--- src/rtl/jtag_word_shifter_pkg.sv ---
`default_nettype none
// +----------------------------------------------------------------------------+
// | Module   : jtag_pkg                                                         |
// | Desc     : Shared state type and constants for the JTAG word shifter.       |
// | Revision : 1.0                                                              |
// +----------------------------------------------------------------------------+
package jtag_pkg;

    typedef enum logic [1:0] {
        IDLE  = 2'd0,
        SHIFT = 2'd1,
        STORE = 2'd2
    } jtag_state_t;

    localparam int DEFAULT_DATA_WIDTH = 8;
    localparam int DEFAULT_CLK_DIV    = 2;

    function automatic int div_cnt_width(input int clk_div);
        return (clk_div > 1) ? $clog2(clk_div) : 1;
    endfunction

endpackage
`default_nettype wire

--- src/rtl/jtag_word_shifter_if.sv ---
`default_nettype none
// +----------------------------------------------------------------------------+
// | Module   : jtag_word_shifter_if                                             |
// | Desc     : FIFO handshake and JTAG pin bundle for the word shifter.         |
// | Revision : 1.0                                                              |
// +----------------------------------------------------------------------------+
interface jtag_word_shifter_if
    import jtag_pkg::*;
#(
    parameter int DATA_WIDTH = DEFAULT_DATA_WIDTH
);
    logic [DATA_WIDTH-1:0] in_rdata;
    logic                  in_empty;
    logic                  in_rd;
    logic [DATA_WIDTH-1:0] out_wdata;
    logic                  out_wr;
    logic                  out_full;
    logic                  tck;
    logic                  tdi;
    logic                  tdo;
    logic                  busy;

    modport master (
        input  in_rdata, in_empty, out_full, tdo,
        output in_rd, out_wdata, out_wr, tck, tdi, busy
    );

    modport slave (
        output in_rdata, in_empty, out_full, tdo,
        input  in_rd, out_wdata, out_wr, tck, tdi, busy
    );
endinterface
`default_nettype wire

--- src/rtl/jtag_word_shifter_tck_gen.sv ---
`default_nettype none
// +----------------------------------------------------------------------------+
// | Module   : jtag_tck_gen                                                     |
// | Desc     : TCK divider with single-cycle rise/fall strobes.                 |
// | Revision : 1.0                                                              |
// +----------------------------------------------------------------------------+
module jtag_tck_gen
    import jtag_pkg::*;
#(
    parameter int CLK_DIV = DEFAULT_CLK_DIV
) (
    input  logic clk,
    input  logic rst,
    input  logic en,
    output logic tck,
    output logic rise_pulse,
    output logic fall_pulse
);
    localparam int               c_DIV_W    = div_cnt_width(CLK_DIV);
    localparam logic [c_DIV_W-1:0] c_DIV_LAST = c_DIV_W'(CLK_DIV - 1);

    logic [c_DIV_W-1:0] r_div;
    logic               r_tck;
    logic               w_terminal;

    // Strobes mark the clk edge on which tck is about to toggle.
    assign w_terminal = en && (r_div == c_DIV_LAST);
    assign rise_pulse = w_terminal && !r_tck;
    assign fall_pulse = w_terminal && r_tck;
    assign tck        = r_tck;

    always_ff @(posedge clk) begin
        if (rst || !en) begin
            r_div <= '0;
            r_tck <= 1'b0;
        end else if (w_terminal) begin
            r_div <= '0;
            r_tck <= ~r_tck;
        end else begin
            r_div <= r_div + 1'b1;
        end
    end
endmodule
`default_nettype wire

--- src/rtl/jtag_word_shifter.sv ---
`default_nettype none
// +----------------------------------------------------------------------------+
// | Module   : jtag_word_shifter                                                |
// | Desc     : Pops a command word, shifts it LSB-first on TDI, pushes TDO word.|
// | Revision : 1.0                                                              |
// +----------------------------------------------------------------------------+
module jtag_word_shifter
    import jtag_pkg::*;
#(
    parameter int DATA_WIDTH = DEFAULT_DATA_WIDTH,
    parameter int CLK_DIV    = DEFAULT_CLK_DIV
) (
    input  logic                clk,
    input  logic                rst,
    jtag_word_shifter_if.master bus
);
    localparam int                 c_BIT_W    = $clog2(DATA_WIDTH + 1);
    localparam logic [c_BIT_W-1:0] c_BIT_LAST = c_BIT_W'(DATA_WIDTH - 1);

    jtag_state_t           r_state;
    logic [DATA_WIDTH-1:0] r_shift;
    logic [DATA_WIDTH-1:0] r_capture;
    logic [DATA_WIDTH-1:0] r_wdata;
    logic [c_BIT_W-1:0]    r_bitcnt;
    logic                  r_tdi;
    logic                  r_wr;
    logic                  r_busy;

    logic                  w_pop;
    logic                  w_tck_en;
    logic                  w_tck;
    logic                  w_rise;
    logic                  w_fall;
    logic [DATA_WIDTH-1:0] w_shift_next;

    // Pop only with guaranteed room downstream; this block is the sole writer.
    assign w_pop        = !rst && (r_state == IDLE) && !bus.in_empty && !bus.out_full;
    assign w_tck_en     = (r_state == SHIFT);
    assign w_shift_next = r_shift >> 1;

    jtag_tck_gen #(
        .CLK_DIV (CLK_DIV)
    ) u_tck_gen (
        .clk        (clk),
        .rst        (rst),
        .en         (w_tck_en),
        .tck        (w_tck),
        .rise_pulse (w_rise),
        .fall_pulse (w_fall)
    );

    always_ff @(posedge clk) begin
        if (rst) begin
            r_state   <= IDLE;
            r_shift   <= '0;
            r_capture <= '0;
            r_wdata   <= '0;
            r_bitcnt  <= '0;
            r_tdi     <= 1'b0;
            r_wr      <= 1'b0;
            r_busy    <= 1'b0;
        end else begin
            r_wr <= 1'b0;
            case (r_state)
                IDLE: begin
                    r_tdi <= 1'b0;
                    if (w_pop) begin
                        r_shift   <= bus.in_rdata;
                        r_capture <= '0;
                        r_bitcnt  <= '0;
                        r_tdi     <= bus.in_rdata[0];
                        r_busy    <= 1'b1;
                        r_state   <= SHIFT;
                    end
                end
                SHIFT: begin
                    if (w_rise) begin
                        r_capture <= {bus.tdo, r_capture[DATA_WIDTH-1:1]};
                    end
                    if (w_fall) begin
                        r_shift  <= w_shift_next;
                        r_bitcnt <= r_bitcnt + 1'b1;
                        if (r_bitcnt == c_BIT_LAST) begin
                            // Last bit done: tdi keeps the final bit through STORE.
                            r_wdata <= r_capture;
                            r_wr    <= 1'b1;
                            r_state <= STORE;
                        end else begin
                            r_tdi <= w_shift_next[0];
                        end
                    end
                end
                STORE: begin
                    r_tdi   <= 1'b0;
                    r_busy  <= 1'b0;
                    r_state <= IDLE;
                end
                default: begin
                    r_busy  <= 1'b0;
                    r_state <= IDLE;
                end
            endcase
        end
    end

    assign bus.in_rd     = w_pop;
    assign bus.out_wdata = r_wdata;
    assign bus.out_wr    = r_wr;
    assign bus.tck       = w_tck;
    assign bus.tdi       = r_tdi;
    assign bus.busy      = r_busy;
endmodule
`default_nettype wire
--- src/flat_wrapper.sv ---
// flat-port wrapper written by rule: the top's interface ports become plain ports
module jtag_word_shifter_flat import jtag_pkg::*;
#(
    parameter int DATA_WIDTH = DEFAULT_DATA_WIDTH,
    parameter int CLK_DIV    = DEFAULT_CLK_DIV
)
  (clk, rst, bus_in_rdata, bus_in_empty, bus_out_full, bus_tdo, bus_in_rd, bus_out_wdata, bus_out_wr, bus_tck, bus_tdi, bus_busy);
  jtag_word_shifter_if #(.DATA_WIDTH(DATA_WIDTH)) bus_i ();
  input  logic clk;
  input  logic rst;
  input wire logic [$bits(bus_i.in_rdata)-1:0] bus_in_rdata;
  input wire logic [$bits(bus_i.in_empty)-1:0] bus_in_empty;
  input wire logic [$bits(bus_i.out_full)-1:0] bus_out_full;
  input wire logic [$bits(bus_i.tdo)-1:0] bus_tdo;
  output wire logic [$bits(bus_i.in_rd)-1:0] bus_in_rd;
  output wire logic [$bits(bus_i.out_wdata)-1:0] bus_out_wdata;
  output wire logic [$bits(bus_i.out_wr)-1:0] bus_out_wr;
  output wire logic [$bits(bus_i.tck)-1:0] bus_tck;
  output wire logic [$bits(bus_i.tdi)-1:0] bus_tdi;
  output wire logic [$bits(bus_i.busy)-1:0] bus_busy;
  assign bus_i.in_rdata = bus_in_rdata;
  assign bus_i.in_empty = bus_in_empty;
  assign bus_i.out_full = bus_out_full;
  assign bus_i.tdo = bus_tdo;
  assign bus_in_rd = bus_i.in_rd;
  assign bus_out_wdata = bus_i.out_wdata;
  assign bus_out_wr = bus_i.out_wr;
  assign bus_tck = bus_i.tck;
  assign bus_tdi = bus_i.tdi;
  assign bus_busy = bus_i.busy;
  jtag_word_shifter #(.DATA_WIDTH(DATA_WIDTH), .CLK_DIV(CLK_DIV)) u_core (.clk(clk), .rst(rst), .bus(bus_i));
endmodule
--- config.mk ---
export PLATFORM = sky130hd
export DESIGN_NAME = jtag_word_shifter_flat
export DESIGN_NICKNAME = d
export VERILOG_FILES = /design/src/rtl/jtag_word_shifter_pkg.sv /design/src/rtl/jtag_word_shifter_if.sv /design/src/rtl/jtag_word_shifter_tck_gen.sv /design/src/rtl/jtag_word_shifter.sv /design/src/flat_wrapper.sv
export SDC_FILE = /design/constraint.sdc
export NUM_CORES = 1
export LEC_CHECK = 0
export ABC_CLOCK_PERIOD_IN_PS = 2000
export BUFFER_PORTS_ARGS = -buffer_cell sky130_fd_sc_hd__buf_2
export CORE_MARGIN = 2
export CORE_UTILIZATION = 53
export DETAILED_ROUTE_END_ITERATION = 8
export GPL_ROUTABILITY_DRIVEN = 0
export GPL_TIMING_DRIVEN = 0
export PLACE_DENSITY_LB_ADDON = 0.12
export SLEW_MARGIN = 15
export SYNTH_ARGS = -nofsm -noshare
export SYNTH_HDL_FRONTEND = slang
export SYNTH_SLANG_ARGS = --single-unit
--- constraint.sdc ---
create_clock -name clk -period 2 [get_ports clk]
set_input_delay 0.2 -clock clk [delete_from_list [all_inputs] [get_ports clk]]
set_output_delay 0.2 -clock clk [all_outputs]
set_load 0.02 [all_outputs]
==> summary.txt <==
========================================================================================
Worst Reg2Reg Path Length in Cells                                                     8
Core box area                                                                0.00273 mm²
Remaining Overflow, GRT                                                                0
Synthesized-area fraction occupied by adder cells                                  4.10%
R2r endpoint                                                                u_core.r_capture[5]
Largest incremental delay on the critical path                                   0.46 ns
Number of slew-limit violations in the final report                                    0
Overall die width                                                                57.6 µm
Maximum operating frequency                                                      513 MHz
Worst IR Drop VDD                                                               0.657 mV
Number of top-level design ports                                                      26
Worst hold path stage count                                                            2
Slowest cell on the critical path                                                 or4b_4
Arr. time, crit path                                                             1.75 ns
Largest family of logic cells by synthesized area                           simple AND/OR/NAND/NOR gates
Placement Rows                                                                        19
Count of warnings emitted by yosys                                                     0
Post-route minimum period                                                        1.95 ns
First-pass iteration count of the detailed router                                      4
WL/cell                                                                          12.9 µm
Initial DRC count                                                                     54
Die Ht                                                                           57.6 µm
Headroom to the max-slew limit                                                     58.5%
Most frequent cells in the layout                                           32 x dfxtp_1, 25 x buf_2, 22 x a21oi_1
Number of max-cap violations                                                           0
Commonest non-fill, non-tap cell in the layout                                   dfxtp_1
Hold Path Class                                                             input pin to register
Final setup violation count                                                            0
Cell count after synthesis                                                           171
Sequential cell area                                                             683 µm²
Main synth FF type                                                               dfxtp_1
Post-synthesis share of cell area spent on xor and xnor gates                         0%
Startpoint Class                                                                register
Mux contribution to synthesized area                                               5.25%
Number of buffers added to fix hold violations after cts                               0
I/O Buffers                                                                           24
Initial antenna violation count                                                        0
HPWL Detailed                                                                    2180 µm
Number of filler instances in the final layout                                       227
Global Route Usage Sum                                                             20.5%
CTS root buf                                                                    clkbuf_4
HP Start                                                                             rst
H-tree lvl count                                                                       2
Via count                                                                          1,287
Delay-heaviest family, CP                                                   simple AND/OR/NAND/NOR gates
Post-detailed-placement cell area                                            0.00168 mm²
Count of flip-flops with a built-in enable after synthesis                             0
Share of cells above drive strength 1                                              25.0%
Worst min-delay path endpoint                                               u_core.r_state[0]
Number of global-route vias before repair                                          1,192
Final hold vios                                                                        0
Slack of the worst reg-to-reg path                                               0.13 ns
Post-route DRC                                                                         0
Avg Vias per Cell                                                                   5.48
Post-Synth Simple-Gate Area                                                        22.1%
First-pass GRT wire length                                                       5180 µm
Clk Latency, worst-skew pair                                                     0.35 ns
CTS buffer count                                                                       5
Sink Count                                                                            34
Net Count, Synth                                                                     189
Type of destination of the critical path                                      output pin
Post-synth ARST share                                                                 0%
Fraction of the yosys area taken by sequential cells                               44.6%
TritonCTS clock tree                                                                done
Power density over cell area                                                  788 mW/mm²
Post-route antenna net violation count                                                 0
Clock skew after layout                                                        0.0102 ns
Routed Wire Length                                                               3020 µm
Outcome                                                                     finished clean
Flop and latch count out of synthesis                                                 34
Mean Syn Cell Area                                                              8.92 µm²
Cell area after layout                                                       0.00181 mm²
Multi-input logic area                                                           783 µm²
Crit path max fanout                                                                   7
Antenna cell count                                                                     0
Slew at the pin closest to its max-slew limit                                   0.617 ns
Critical path cell sequence                                                 inv_4, ha_4, or4b_4, buf_6, inv_2, buf_4
Static leakage power                                                            0.693 nW
Synth cell types                                                                      30
Compound-Gate Fraction of Synth Area                                               18.4%
Final total power                                                                1.43 mW
Setup repair after global routing missed its margin                                   no
Number of buffer and inverter stages on the critical path                              4
Portion of the clock cycle consumed by the worst path in the final layout          97.4%
Die footprint                                                                0.00332 mm²
Critical path start-end classification                                      register to output pin
Final #Nets                                                                          222
Longest Clk Path Bufs                                                                  2
Required time worst endpoint                                                     1.80 ns
Area growth from synthesis to layout                                               18.8%
Worst r2r src                                                               u_core.r_state[1]
Clock transition at path regs                                                    0.10 ns
Pin count of the biggest net entering global routing                                  11
Netlist area before placement                                                0.00153 mm²
Initial standard-cell utilization of the core                                      55.8%
========================================================================================
==> synth_stat cells (2+ instances only) <==
| library cell | instances | share of area (%) |
|---|---|---|
| inv_1 | 5 | 1.2 |
| nand3_1 | 11 | 3.6 |
| a211oi_1 | 7 | 3.4 |
| nor3_1 | 2 | 0.66 |
| ha_1 | 5 | 4.1 |
| a21oi_1 | 24 | 7.9 |
| nand2_1 | 19 | 4.7 |
| clkbuf_1 | 4 | 0.98 |
| and2_1 | 3 | 1.2 |
| o21ai_0 | 2 | 0.66 |
| buf_6 | 3 | 2.2 |
| dfxtp_1 | 34 | 45 |
| nand3b_1 | 3 | 1.5 |
| nor2_1 | 12 | 3.0 |
| buf_2 | 2 | 0.66 |
| mux2i_1 | 8 | 5.3 |
| nand2b_1 | 14 | 5.7 |
==> where the power goes <==
group	total, mW	switching (mW)	internal [mW]
sequential	0.711	0.0137	0.697
clock	0.521	0.230	0.291
combinational	0.195	0.107	0.0888
==> kinds of logic after synthesis <==
kind of cell,Yosys count
DFF,34
buffers and inverters,15
adders and majority gates,5
muxes,8
and+or+nand+nor,67
AOI/OAI and AO/OA,42
==> cell type report <==
| cell class | instances | area share [%] |
|---|---|---|
| multi-input cells | 122 | 43.2 |
| flip-flops and latches | 34 | 37.7 |
| repair buffers | 26 | 7.60 |
| plain buffers | 10 | 3.66 |
| clock buffers | 6 | 2.83 |
| well taps | 31 | 2.14 |
| clock inverters | 1 | 1.66 |
| inverters | 5 | 1.17 |
==> flip-flops by register name (all words and copies together) (netlist names), 2 cells and up <==
| signal | count |
|---|---|
| u_core.bus.out_wdata | 8 |
| u_core.r_capture | 8 |
| u_core.r_shift | 7 |
| u_core.r_bitcnt | 4 |
| u_core.r_state | 2 |
==> metrics by stage <==
stage	hold slack (ns)	utilization (%)	instances	TNS, ns	worst slack, ns
2_1_floorplan	0.362	-	171	0	0.167
3_3_place_gp	0.438	61.6	226	-0.00556	-0.00315
3_5_place_dp	0.445	61.6	226	-0.416	-0.0654
4_1_cts	0.0664	65.2	233	0	0.0177
5_1_grt	0.0864	66.3	235	0	0.000163
6_report	0.0685	66.3	235	0	0.0524
==> timing repair <==
action / in CTS / in global routing
cloned: 0 / 0
gates resized for setup: 8 / 4
setup endpoints to repair: 13 / 11
pin swaps: 0 / 2
buffers inserted: 0 / 2
==> per-layer routing <==
metal | global-route usage (%) | part of all wire [%] | wire length (µm) | vias to the layer above
li1 | - | - | - | 659
met1 | 24.9 | 47 | 1410 | 596
met2 | 34.3 | 47 | 1420 | 27
met3 | 6.03 | 5.1 | 154 | 5
met4 | 7.97 | 1.5 | 45 | 0
met5 | 0 | 0 | 0 | -
==> worst max-delay path by stage <==
stage | start | to | slack [ns] | cells after the start
CTS | u_core.r_state[0] | bus_in_rd | 0.02 | 6
floorplan | u_core.r_state[1] | u_core.r_capture[3] | 0.17 | 8
finish | u_core.r_state[1] | bus_in_rd | 0.05 | 6
detailed placement | u_core.r_state[1] | u_core.r_capture[5] | -0.07 | 8
global placement | u_core.r_state[1] | u_core.r_capture[3] | -0.003 | 8
global route | u_core.r_state[0] | bus_in_rd | 0.0002 | 6
No activity file was read; power rests on OpenSTA's default activity.
